[src/rtl/edge_pkg.sv]
// Shared types and constants for the edge-detection pipeline.
package edge_pkg;

  typedef enum logic [1:0] {
    IDLE  = 2'd0,
    RUN   = 2'd1,
    DRAIN = 2'd2
  } state_t;

  localparam int WIN_SIZE = 3;

endpackage

[src/rtl/raster_counter.sv]
// Raster-order row/column position counter; advances one pixel per advance pulse.
module raster_counter #(
  parameter int WIDTH  = 540,
  parameter int HEIGHT = 405
) (
  input  logic                      clock,
  input  logic                      reset,
  input  logic                      clear,
  input  logic                      advance,
  output logic [$clog2(HEIGHT)-1:0] row,
  output logic [$clog2(WIDTH)-1:0]  col,
  output logic                      last
);

  localparam int RW = $clog2(HEIGHT);
  localparam int CW = $clog2(WIDTH);
  localparam logic [CW-1:0] COL_LAST = CW'(WIDTH - 1);
  localparam logic [RW-1:0] ROW_LAST = RW'(HEIGHT - 1);

  logic [RW-1:0] r_row;
  logic [CW-1:0] r_col;
  logic          w_col_last;
  logic          w_row_last;

  assign w_col_last = (r_col == COL_LAST);
  assign w_row_last = (r_row == ROW_LAST);

  always_ff @(posedge clock) begin
    if (reset || clear) begin
      r_row <= '0;
      r_col <= '0;
    end else if (advance) begin
      if (w_col_last) begin
        r_col <= '0;
        // Wrap the row too so the counter is frame-aligned even without clear.
        r_row <= w_row_last ? '0 : r_row + RW'(1);
      end else begin
        r_col <= r_col + CW'(1);
      end
    end
  end

  assign row  = r_row;
  assign col  = r_col;
  assign last = w_row_last && w_col_last;

endmodule

[src/rtl/window_ctrl.sv]
// Line-buffer sequencer: accepts raster pixels, drives the 3x3 shift register
// and flags complete in-image windows, holding them under backpressure.
//
// Handshake: a transfer happens on a rising clock edge where valid && ready.
// Input side: in_valid/in_ready, a transfer is shift_en. Output side:
// win_valid/win_ready; win_valid, win_row and win_col hold stable until taken.
module window_ctrl
  import edge_pkg::*;
#(
  parameter int IMG_WIDTH  = 540,
  parameter int IMG_HEIGHT = 405
) (
  input  logic                          clock,
  input  logic                          reset,
  input  logic                          start,
  input  logic                          in_valid,
  input  logic [7:0]                    in_pixel,
  output logic                          in_ready,
  output logic                          shift_en,
  output logic [7:0]                    pixel_in,
  output logic                          win_valid,
  input  logic                          win_ready,
  output logic [$clog2(IMG_HEIGHT)-1:0] win_row,
  output logic [$clog2(IMG_WIDTH)-1:0]  win_col,
  output logic                          busy,
  output logic                          frame_done,
  output state_t                        dbg_state
);

  localparam int RW = $clog2(IMG_HEIGHT);
  localparam int CW = $clog2(IMG_WIDTH);
  localparam logic [RW-1:0] ROW_MIN = RW'(WIN_SIZE - 1);
  localparam logic [CW-1:0] COL_MIN = CW'(WIN_SIZE - 1);

  state_t        r_state;
  state_t        w_next_state;
  logic          w_in_ready;
  logic          w_shift_en;
  logic          w_clear;
  logic          w_consume;
  logic          w_completes;
  logic [RW-1:0] w_row;
  logic [CW-1:0] w_col;
  logic          w_last;

  logic          r_win_valid;
  logic [RW-1:0] r_win_row;
  logic [CW-1:0] r_win_col;
  logic          r_frame_done;

  raster_counter #(
    .WIDTH  (IMG_WIDTH),
    .HEIGHT (IMG_HEIGHT)
  ) u_raster_counter (
    .clock   (clock),
    .reset   (reset),
    .clear   (w_clear),
    .advance (w_shift_en),
    .row     (w_row),
    .col     (w_col),
    .last    (w_last)
  );

  always_ff @(posedge clock) begin
    if (reset) begin
      r_state <= IDLE;
    end else begin
      r_state <= w_next_state;
    end
  end

  always_comb begin
    w_next_state = r_state;
    w_in_ready   = 1'b0;
    w_clear      = 1'b0;
    case (r_state)
      IDLE: begin
        if (start) begin
          w_clear      = 1'b1;
          w_next_state = RUN;
        end
      end
      RUN: begin
        w_in_ready = !r_win_valid || win_ready;
        if (in_valid && w_in_ready && w_last) begin
          w_next_state = DRAIN;
        end
      end
      DRAIN: begin
        if (r_win_valid && win_ready) begin
          w_next_state = IDLE;
        end
      end
      default: w_next_state = IDLE;
    endcase
  end

  assign w_shift_en  = in_valid && w_in_ready;
  assign w_consume   = r_win_valid && win_ready;
  // Columns 0-1 are excluded so a window never straddles a row wrap.
  assign w_completes = (w_row >= ROW_MIN) && (w_col >= COL_MIN);

  always_ff @(posedge clock) begin
    if (reset) begin
      r_win_valid <= 1'b0;
      r_win_row   <= '0;
      r_win_col   <= '0;
    end else if (w_shift_en && w_completes) begin
      r_win_valid <= 1'b1;
      r_win_row   <= w_row - RW'(1);
      r_win_col   <= w_col - CW'(1);
    end else if (w_consume) begin
      r_win_valid <= 1'b0;
    end
  end

  always_ff @(posedge clock) begin
    if (reset) begin
      r_frame_done <= 1'b0;
    end else begin
      r_frame_done <= (r_state == DRAIN) && w_consume;
    end
  end

  assign in_ready   = w_in_ready;
  assign shift_en   = w_shift_en;
  assign pixel_in   = in_pixel;
  assign win_valid  = r_win_valid;
  assign win_row    = r_win_row;
  assign win_col    = r_win_col;
  assign busy       = (r_state != IDLE);
  assign frame_done = r_frame_done;
  assign dbg_state  = r_state;

endmodule

[config.mk]
export PLATFORM = sky130hd
export DESIGN_NAME = window_ctrl
export DESIGN_NICKNAME = d
export VERILOG_FILES = /design/src/rtl/edge_pkg.sv /design/src/rtl/raster_counter.sv /design/src/rtl/window_ctrl.sv
export SDC_FILE = /design/constraint.sdc
export NUM_CORES = 1
export LEC_CHECK = 0
export CAP_MARGIN = 10
export CORE_ASPECT_RATIO = 0.6
export CORE_UTILIZATION = 45
export CTS_CLUSTER_DIAMETER = 200
export CTS_CLUSTER_SIZE = 16
export DETAILED_ROUTE_END_ITERATION = 10
export PLACE_DENSITY_LB_ADDON = 0.25
export SLEW_MARGIN = 15
export SYNTH_ARGS = -nofsm -noshare
export SYNTH_HDL_FRONTEND = slang
export SYNTH_SLANG_ARGS = --single-unit
export TNS_END_PERCENT = 50
[constraint.sdc]
create_clock -name clock -period 2.1 [get_ports clock]
set_input_delay 0.315 -clock clock [delete_from_list [all_inputs] [get_ports clock]]
set_output_delay 0.315 -clock clock [all_outputs]
set_load 0.005 [all_outputs]
Yosys cells after proc, flatten, opt, wreduce, memory -nomap -nowiden

Cells that the tools add are included.

Reductions and logical operators: 16
Mux-type cells: 11
$add $sub $neg: 4
$lt $le $gt $ge: 2
Equal/unequal tests: 7

Operators with widths:

| cell                    | number |
|---|---|
| $add A10 B1 Y10 const B | 1 |
| $eq A10 B10 Y1 const B  | 1 |
| $ge A10 B2 Y1 const B   | 1 |
| $mux W10                | 1 |
| $sub A10 B1 Y10 const B | 1 |
| $add A9 B1 Y9 const B   | 1 |
| $eq A9 B9 Y1 const B    | 1 |
| $ge A9 B2 Y1 const B    | 1 |
| $mux W9                 | 1 |
| $sub A9 B1 Y9 const B   | 1 |
| $logic_and A1 B1 Y1     | 8 |
| $mux W2                 | 3 |
| $ne A2 B2 Y1 const B    | 3 |
| $pmux W2 S3             | 1 |
| $mux W1                 | 5 |
| $reduce_bool A2 Y1      | 2 |
| $reduce_and A3 Y1       | 1 |
| $eq A2 B1 Y1 const B    | 1 |
| $eq A2 B2 Y1 const B    | 1 |
| $logic_not A2 Y1        | 1 |
| $logic_or A1 B1 Y1      | 2 |
| $reduce_and A2 Y1       | 1 |
| $logic_not A1 Y1        | 1 |

Output and inout port bits: 34
Input bits: 13
Flip-flop bits (word level): 42
Word-level logic and storage cells: 47

Longest topological paths before layout

Word-level depth: 6
Mapped depth: 8
Depth with buffers taken out: 6

By module

Synthesis repeated with hierarchy kept, for this count alone.

Cell total of the unflattened synthesis: 252
Area, all modules: 2254.7 um2

Modules (own cells, without submodules):

| module         | cells each | instances | area an instance (um2) |
|---|---|---|---|
| window_ctrl    | 144        | 1         | 1321.3 |
| raster_counter | 108        | 1         | 933.4 |

Worst setup path before layout

OpenSTA, ideal clock, no wires.

Path type: register -> register
Start point: register u_raster_counter.r_col[2], in the netlist u_raster_counter.col[2]
End point: register r_win_col[8], in the netlist win_col[8]
Path slack: 0.299 ns
Data arrival time: 1.715 ns
Cell stages (with the launch flop): 6
Data required time: 2.014 ns
Library setup time: 0.086 ns
Buffers on the path: 1
Cell sequence: dfxtp_1 > buf_6 > or4_4 > or4_4 > xnor2_2 > a211oi_1

Cells in the longest elaborated chain, start to end: 3
Elaborated cells between the ends (all ways): 4
Those cells by class: add/sub (1); order compare (1); reduce/logical (2)

Ends and longest elaborated chain:

| element                | RTL line             | RTL |
|---|---|---|
| from (decl)            | raster_counter.sv:21 | `logic [CW-1:0] r_col;` |
| from (signal assigned) | raster_counter.sv:38 | `r_col <= r_col + CW'(1);` |
| $ge A10 B2 Y1          | window_ctrl.sv:101   | `assign w_completes = (w_row >= ROW_MIN) && (w_col >= COL_MIN);` |
| $logic_and A1 B1 Y1    | window_ctrl.sv:101   |  |
| $logic_and A1 B1 Y1    | window_ctrl.sv:108   | `end else if (w_shift_en && w_completes) begin` |
| to (signal assigned)   | window_ctrl.sv:111   | `r_win_col <= w_col - CW'(1);` |
| to (decl)              | window_ctrl.sv:48    | `logic [CW-1:0] r_win_col;` |

Several ways; a longest one is shown, not always the timed one.
A chain may end at the register's enable or synchronous reset.

Final worst setup path

Start point: register r_state[0], in the netlist dbg_state[0]
End point: output port shift_en

Cells in the longest elaborated chain, start to end: 3

Ends and longest elaborated chain:

| element                | RTL line          | RTL |
|---|---|---|
| from (decl)            | window_ctrl.sv:35 | `state_t r_state;` |
| from (signal assigned) | window_ctrl.sv:68 | `r_state <= w_next_state;` |
| $eq A2 B1 Y1           | window_ctrl.sv:76 | `case (r_state)` |
| $mux W1                | window_ctrl.sv:76 |  |
| $logic_and A1 B1 Y1    | window_ctrl.sv:98 | `assign w_shift_en = in_valid && w_in_ready;` |
| to (decl)              | window_ctrl.sv:19 | `output logic shift_en,` |

No other way between the ends.

==> impl_metrics.yaml <==
run_status:
  status: "complete, no violations"
critical_path:
  critPathSlowestCell: "clkdlybuf4s50_1"
  crit_path_max_incr_delay_ns: 0.55
  critical_path.top_delay_family: "buffers and inverters"
  cp_cell_sequence: "nand2b_4, nor3_4, clkdlybuf4s50_1"
  path_class: "register to primary output"
  r2r-start: "u_raster_counter.col[1]"
  r2r-end: "dbg_state[1]"
  end_kind: "primary output"
  reg2reg_slack_ns: 0.19
  critPathRequiredTime_ns: 1.78
  critPathArrivalTime_ns: 1.73
  critPathBufInv: 1
  cp_max_fo: 6
  cp-start-kind: "register"
  reg2reg_depth: 5
global_routing:
  first_global_vias: 1981
  antenna_found_initial: 0
  grt_usage_pct: 23.6
  grt_max_degree: 21
  grt.overflow.total: 0
  grt_pass1_wl_microns: 10100
floorplanning:
  die_x_microns: 96.6
  num_rows: 20
  start_util_pct: 47.3
  pin_count: 47
  die_y_microns: 58.7
  dieArea_sq_mm: 0.00567
  coreArea_sq_mm: 0.00510
route:
  remaining_drc_errors: 0
  wl_per_cell_microns: 16.2
  first_iter_violations: 102
  ant_nets: 0
  viasPerCell: 5.85
  drtPass1Iterations: 4
  num_vias: 2205
  routed_wl_microns: 6090
timing:
  finalSetupViolations: 0
  slew_violations: 0
  tightest_slew_ns: 0.441
  fmax_mhz: 488
  final-hold-violation-count: 0
  final.period_utilization_pct: 97.5
  rsz0062_at_grt: "true"
  clock_skew_ns: 0.0120
  slew-limit-headroom_pct: 70.6
  min_period_ns: 2.05
yosys:
  netlist.area_leader.share_pct: 34.8
  yosys_warnings: 0
  syn_area_sq_mm: 0.00241
  synth-seq-cells: 42
  netlist_instances: 275
  yosysSeqAreaShare_pct: 34.8
  syn_avg_cell_area_sq_um: 8.78
  synth_top_cell_by_area: "dfxtp_1"
  synth_area_leaders: "dfxtp_1, xnor2_1, a31oi_1"
  synth_edf_count: 0
  syn-num-nets: 295
  async_flop_share_pct: 0
  yosys.cell_types.count: 45
  synth_flop_cell: "dfxtp_1"
power_and_ir_drop:
  seq_power_share_pct: 55.3
  power_density_mw_per_mm2: 497
  clock_power_share_pct: 37.1
  sw_frac_of_total_pct: 25.5
  power_mw: 1.45
  netSwitchingPower_uw: 371
  ir_worst_vdd_uv: 241
  power_frac_comb_pct: 7.6
  power_leakage_nw: 0.994
  p_int_mw: 1.08
placement:
  place_hpwl_microns: 4460
  port-buffer-count: 30
  gp_congestion: 0.868
  placed_cell_area_sq_mm: 0.00283
min_path:
  hold_end: "frame_done"
  hold_start: "win_valid"
  hold_depth: 2
  hp-class: "register to register"
clock_network:
  cts_buffers: 5
  cts.sinks: 42
  cts_tree: "done"
  cts.htree.levels: 2
  clk_pin_slew_ns: 0.08
  cts_setup_buffers: 0
  cts-root-buf: "clkbuf_8"
  clk_path_buf_depth: 2
  clkLatencyLatePin_ns: 0.31
cells_and_area:
  design_area_sq_mm: 0.00292
  diodes: 0
  area_growth_pct: 21.0
  layout.nets: 330
  drive_above_1_share_pct: 18.3
job:
  maxCapViolations: 0
cells in the mapped netlist, types with 2 or more instances:
master / count
dfxtp_1: 42
inv_1: 20
a31oi_1: 19
xnor2_1: 17
a21oi_1: 15
nor2_1: 15
nor3_1: 15
nand4_1: 14
buf_4: 10
a211oi_1: 9
a211oi_2: 9
clkbuf_1: 9
nand2_1: 8
ha_1: 7
nand3_1: 6
nor4_1: 5
o21ai_0: 5
o41ai_1: 5
buf_6: 4
or3_1: 4
a31o_2: 3
and3_1: 3
buf_2: 3
or4_4: 3
nor2b_1: 2
o31ai_1: 2
or2_2: 2
xor2_1: 2
how the worst max path moves through the flow:
stage                            startpoint  cells after the start         end
floorplan           u_raster_counter.col[2]                      5  win_col[8]
global placement                   in_valid                      4    shift_en
detailed placement                win_ready                      4    shift_en
CTS                            dbg_state[0]                      4    in_ready
global route                   dbg_state[1]                      3    shift_en
finish                         dbg_state[0]                      3    shift_en
power groups by stage:
stage          clock (mW)  sequential [mW]  combinational, mW
3_3_place_gp            0            0.822              0.106
5_1_grt             0.581            0.804              0.119
2_1_floorplan           0            0.821             0.0697
3_5_place_dp            0            0.822              0.107
4_1_cts             0.549            0.803              0.109
6_report            0.540            0.803              0.110
worst register-to-register path, stage by stage, from the launching register on:
cell and delay (ns):
dfxtp_1 0.50, ha_1 0.27, and3_1 0.21, nand3_2 0.15, or4_1 0.46, a221oi_2 0.24
metal layers:
layer	GRT usage [%]	routed length [microns]
met1	37.8	3200
met3	5.04	490
met4	7.98	65
met5	0	0
met2	30.2	2330
logic make-up after synthesis:
logic type      count (synthesis)  share of synthesized area, %
compound gates                 71                          21.6
buf+inv                        46                          10.1
xor+xnor                       20                          7.56
flops                          42                          34.8
simple gates                   88                          21.9
fa+ha+maj                       7                          3.63
mux                             1                         0.415
registers in the layout (all words and copies together), names as in the netlist:
name                  count
u_raster_counter.row      9
win_valid                 1
win_col                  10
u_raster_counter.col     10
frame_done                1
dbg_state                 2
win_row                   9
per-stage QoR:
step           hold WS (ns)  instances  setup WS (ns)  util [%]  setup TNS (ns)
2_1_floorplan         0.442        275          0.299         -               0
3_3_place_gp          0.497        369        0.00127      55.4               0
3_5_place_dp          0.509        369        -0.0267      55.4         -0.0267
4_1_cts               0.527        377         0.0552      57.2               0
5_1_grt               0.561        377        -0.0486      57.2         -0.0486
6_report              0.522        377         0.0521      57.2               0
area by class of cell:
type | count | area [sq um]
multi-input combinational | 187 | 1340
sequential | 42 | 841
clock inverter | 2 | 13.8
clock buffer | 6 | 72.6
timing repair buffer | 54 | 493
fill | 475 | 2180
tap | 66 | 82.6
inverter | 20 | 75.1
repair_timing:
item                                    4_1_cts  5_1_grt
pin swaps                                     1        0
hold buffers                                  0        0
resized for setup                             1        1
endpoints found under the setup margin        1        2
layout by cell type, fill, tap and decap left out, types with 4 or more instances in the layout:
master / n
dfxtp_1: 42
clkdlybuf4s50_1: 30
buf_4: 23
inv_1: 20
a31oi_1: 19
xnor2_1: 17
nor2_1: 15
a21oi_1: 15
nand4_1: 14
nor3_1: 14
a211oi_2: 9
a211oi_1: 9
nand2_1: 8
ha_1: 7
nand3_1: 6
o41ai_1: 5
o21ai_0: 5
nor4_1: 5
clkbuf_8: 5
or3_1: 4
Power figures use the tool's default switching activity.
==> RTL change (same flow settings) <==
Register the output `dbg_state` once more, without a reset; this adds one clock of latency there. The other outputs are not delayed to match.
--- a/src/rtl/window_ctrl.sv
+++ b/src/rtl/window_ctrl.sv
@@ -132,3 +132,5 @@
   assign frame_done = r_frame_done;
-  assign dbg_state  = r_state;
+  always_ff @(posedge clock) begin
+    dbg_state <= r_state;
+  end
 
Function: changed (a bounded check fails within 4 cycles, from zero or initial values and one cycle with reset high).
==> RTL change against the original RTL <==
  * Sequential cell count increased by 2
  * Via count down 18%
  * Routed wire length decreased by 23%
  * Setup slack improved by 0.034 ns
  * Final area shrank 6.6%
  * Power increased by 0.52%
  * Synthesized cell count shrank 8.0%
  * Area after synthesis down 9.3%
  * Critical endpoint unchanged
==> RTL change: results <==
[timing]
clock_skew_ns = 0.00467
worstMarginPinSlew_ns = 0.508

[place]
dpl.hpwl_um = 3510
post_dp_cell_area_mm2 = 0.00264
gp_congestion = 0.846
pre_cts_ws_ns = -0.0701
port_buffers = 30

[critical_path]
worstPathMaxFanout = 5
crit_start = win_ready
arrival_ns = 1.70

[routing]
wl_per_cell_um = 13.3
viasPerCell = 5.09
first_iter_violations = 94

[yosys]
synthTopCellsByArea = dfxtp_1 (40%), nor2_1 (7.4%), a211oi_1 (5.8%), xnor2_1 (5.6%), xor2_1 (5.6%)
synth_common_cells = dfxtp_1 (44), nor2_1 (43), a211oi_1 (17)
ys_seq_area_frac = 0.402
synth_cell_types = 43
synth_nets = 273

[power_and_ir_drop]
swShare = 0.235
leakage_uw = 0.00104
ir_worst_vdd_mv = 0.393

[grt]
grt_max_degree = 35
met1_usage = 0.304
use_met2 = 0.267
grt_pass1_vias = 1659
grt.total_usage = 0.198
grt_pass1_wl_um = 7890
grt_util_met3 = 0.0546

[outcome]
status = finished, final reports clean

[cts]
cts_root_buf = clkbuf_8
cts.repair.resized = 0
clk_latency_ns = 0.30
cts_buffers = 5

[hold_path]
min-delay-start = r_state[1]$_SDFFE_PP0P_

[layout]
layout-drive-gt1-share = 0.140
n_fill_cell = 450
fin_nets = 311
RTL change: stage by stage:
| stage | total power, uW | std cells |
|---|---|---|
| final | 1460 | 355 |
| after global routing | 1530 | 355 |
| after CTS | 1480 | 355 |
| after detailed placement | 957 | 347 |
| after global placement | 956 | 347 |
| after floorplan | 917 | 253 |
RTL change: area by class of cell:
class / instances / area [um^2] / share of cell area
Clock buffer: 5 / 68.8 / 0.0252
Clock inverter: 3 / 18.8 / 0.00688
Inverter: 7 / 26.3 / 0.00963
Multi-Input combinational cell: 179 / 1150 / 0.421
Sequential cell: 44 / 881 / 0.323
Tap cell: 63 / 78.8 / 0.0289
Timing Repair Buffer: 54 / 505 / 0.185
RTL change: worst max-delay path, cell delays in order:
cell and delay [ns]:
clkdlybuf4s50_1 0.47, nand2b_1 0.19, nand3_4 0.11, inv_2 0.11
clkdlybuf4s50_1 0.51
RTL change: power groups by stage:
stage          clock network (uW)  registers (uW)  logic (uW)
6_report                      523             839        98.8
5_1_grt                       578             839         107
4_1_cts                       541             839        99.2
3_5_place_dp                    0             859        98.5
3_3_place_gp                    0             858        97.9
2_1_floorplan                   0             860        56.2
RTL change: cell families (layout without fill, tap and decap cells):
kind of cell / Yosys count / count (layout) / share of synthesized area
buffers and inverters: 30 / 69 / 0.0731
DFF: 44 / 44 / 0.402
and+or+nand+nor: 111 / 111 / 0.269
xor gates and xnor gates: 28 / 28 / 0.112
adders and majority gates: 7 / 7 / 0.0400
AOI/OAI and AO/OA: 30 / 30 / 0.0903
muxes: 3 / 3 / 0.0137
RTL change: path summary, 6_finish.rpt:
kind | end | slack [ns] | depth (start not counted)
worst max-delay path | shift_en | 0.09 | 5
worst min-delay path | dbg_state[1]$_DFF_P_ | 0.44 | 0
worst max register to register | u_raster_counter.row[6]$_SDFFE_PP0P_ | 0.24 | 7
worst min register to register | dbg_state[1]$_DFF_P_ | 0.44 | 0
RTL change: layer usage:
layer,wire (um),vias to the layer above
met4,54,0
met5,0,-
met3,296,7
met1,2660,809
met2,1700,54
li1,-,938
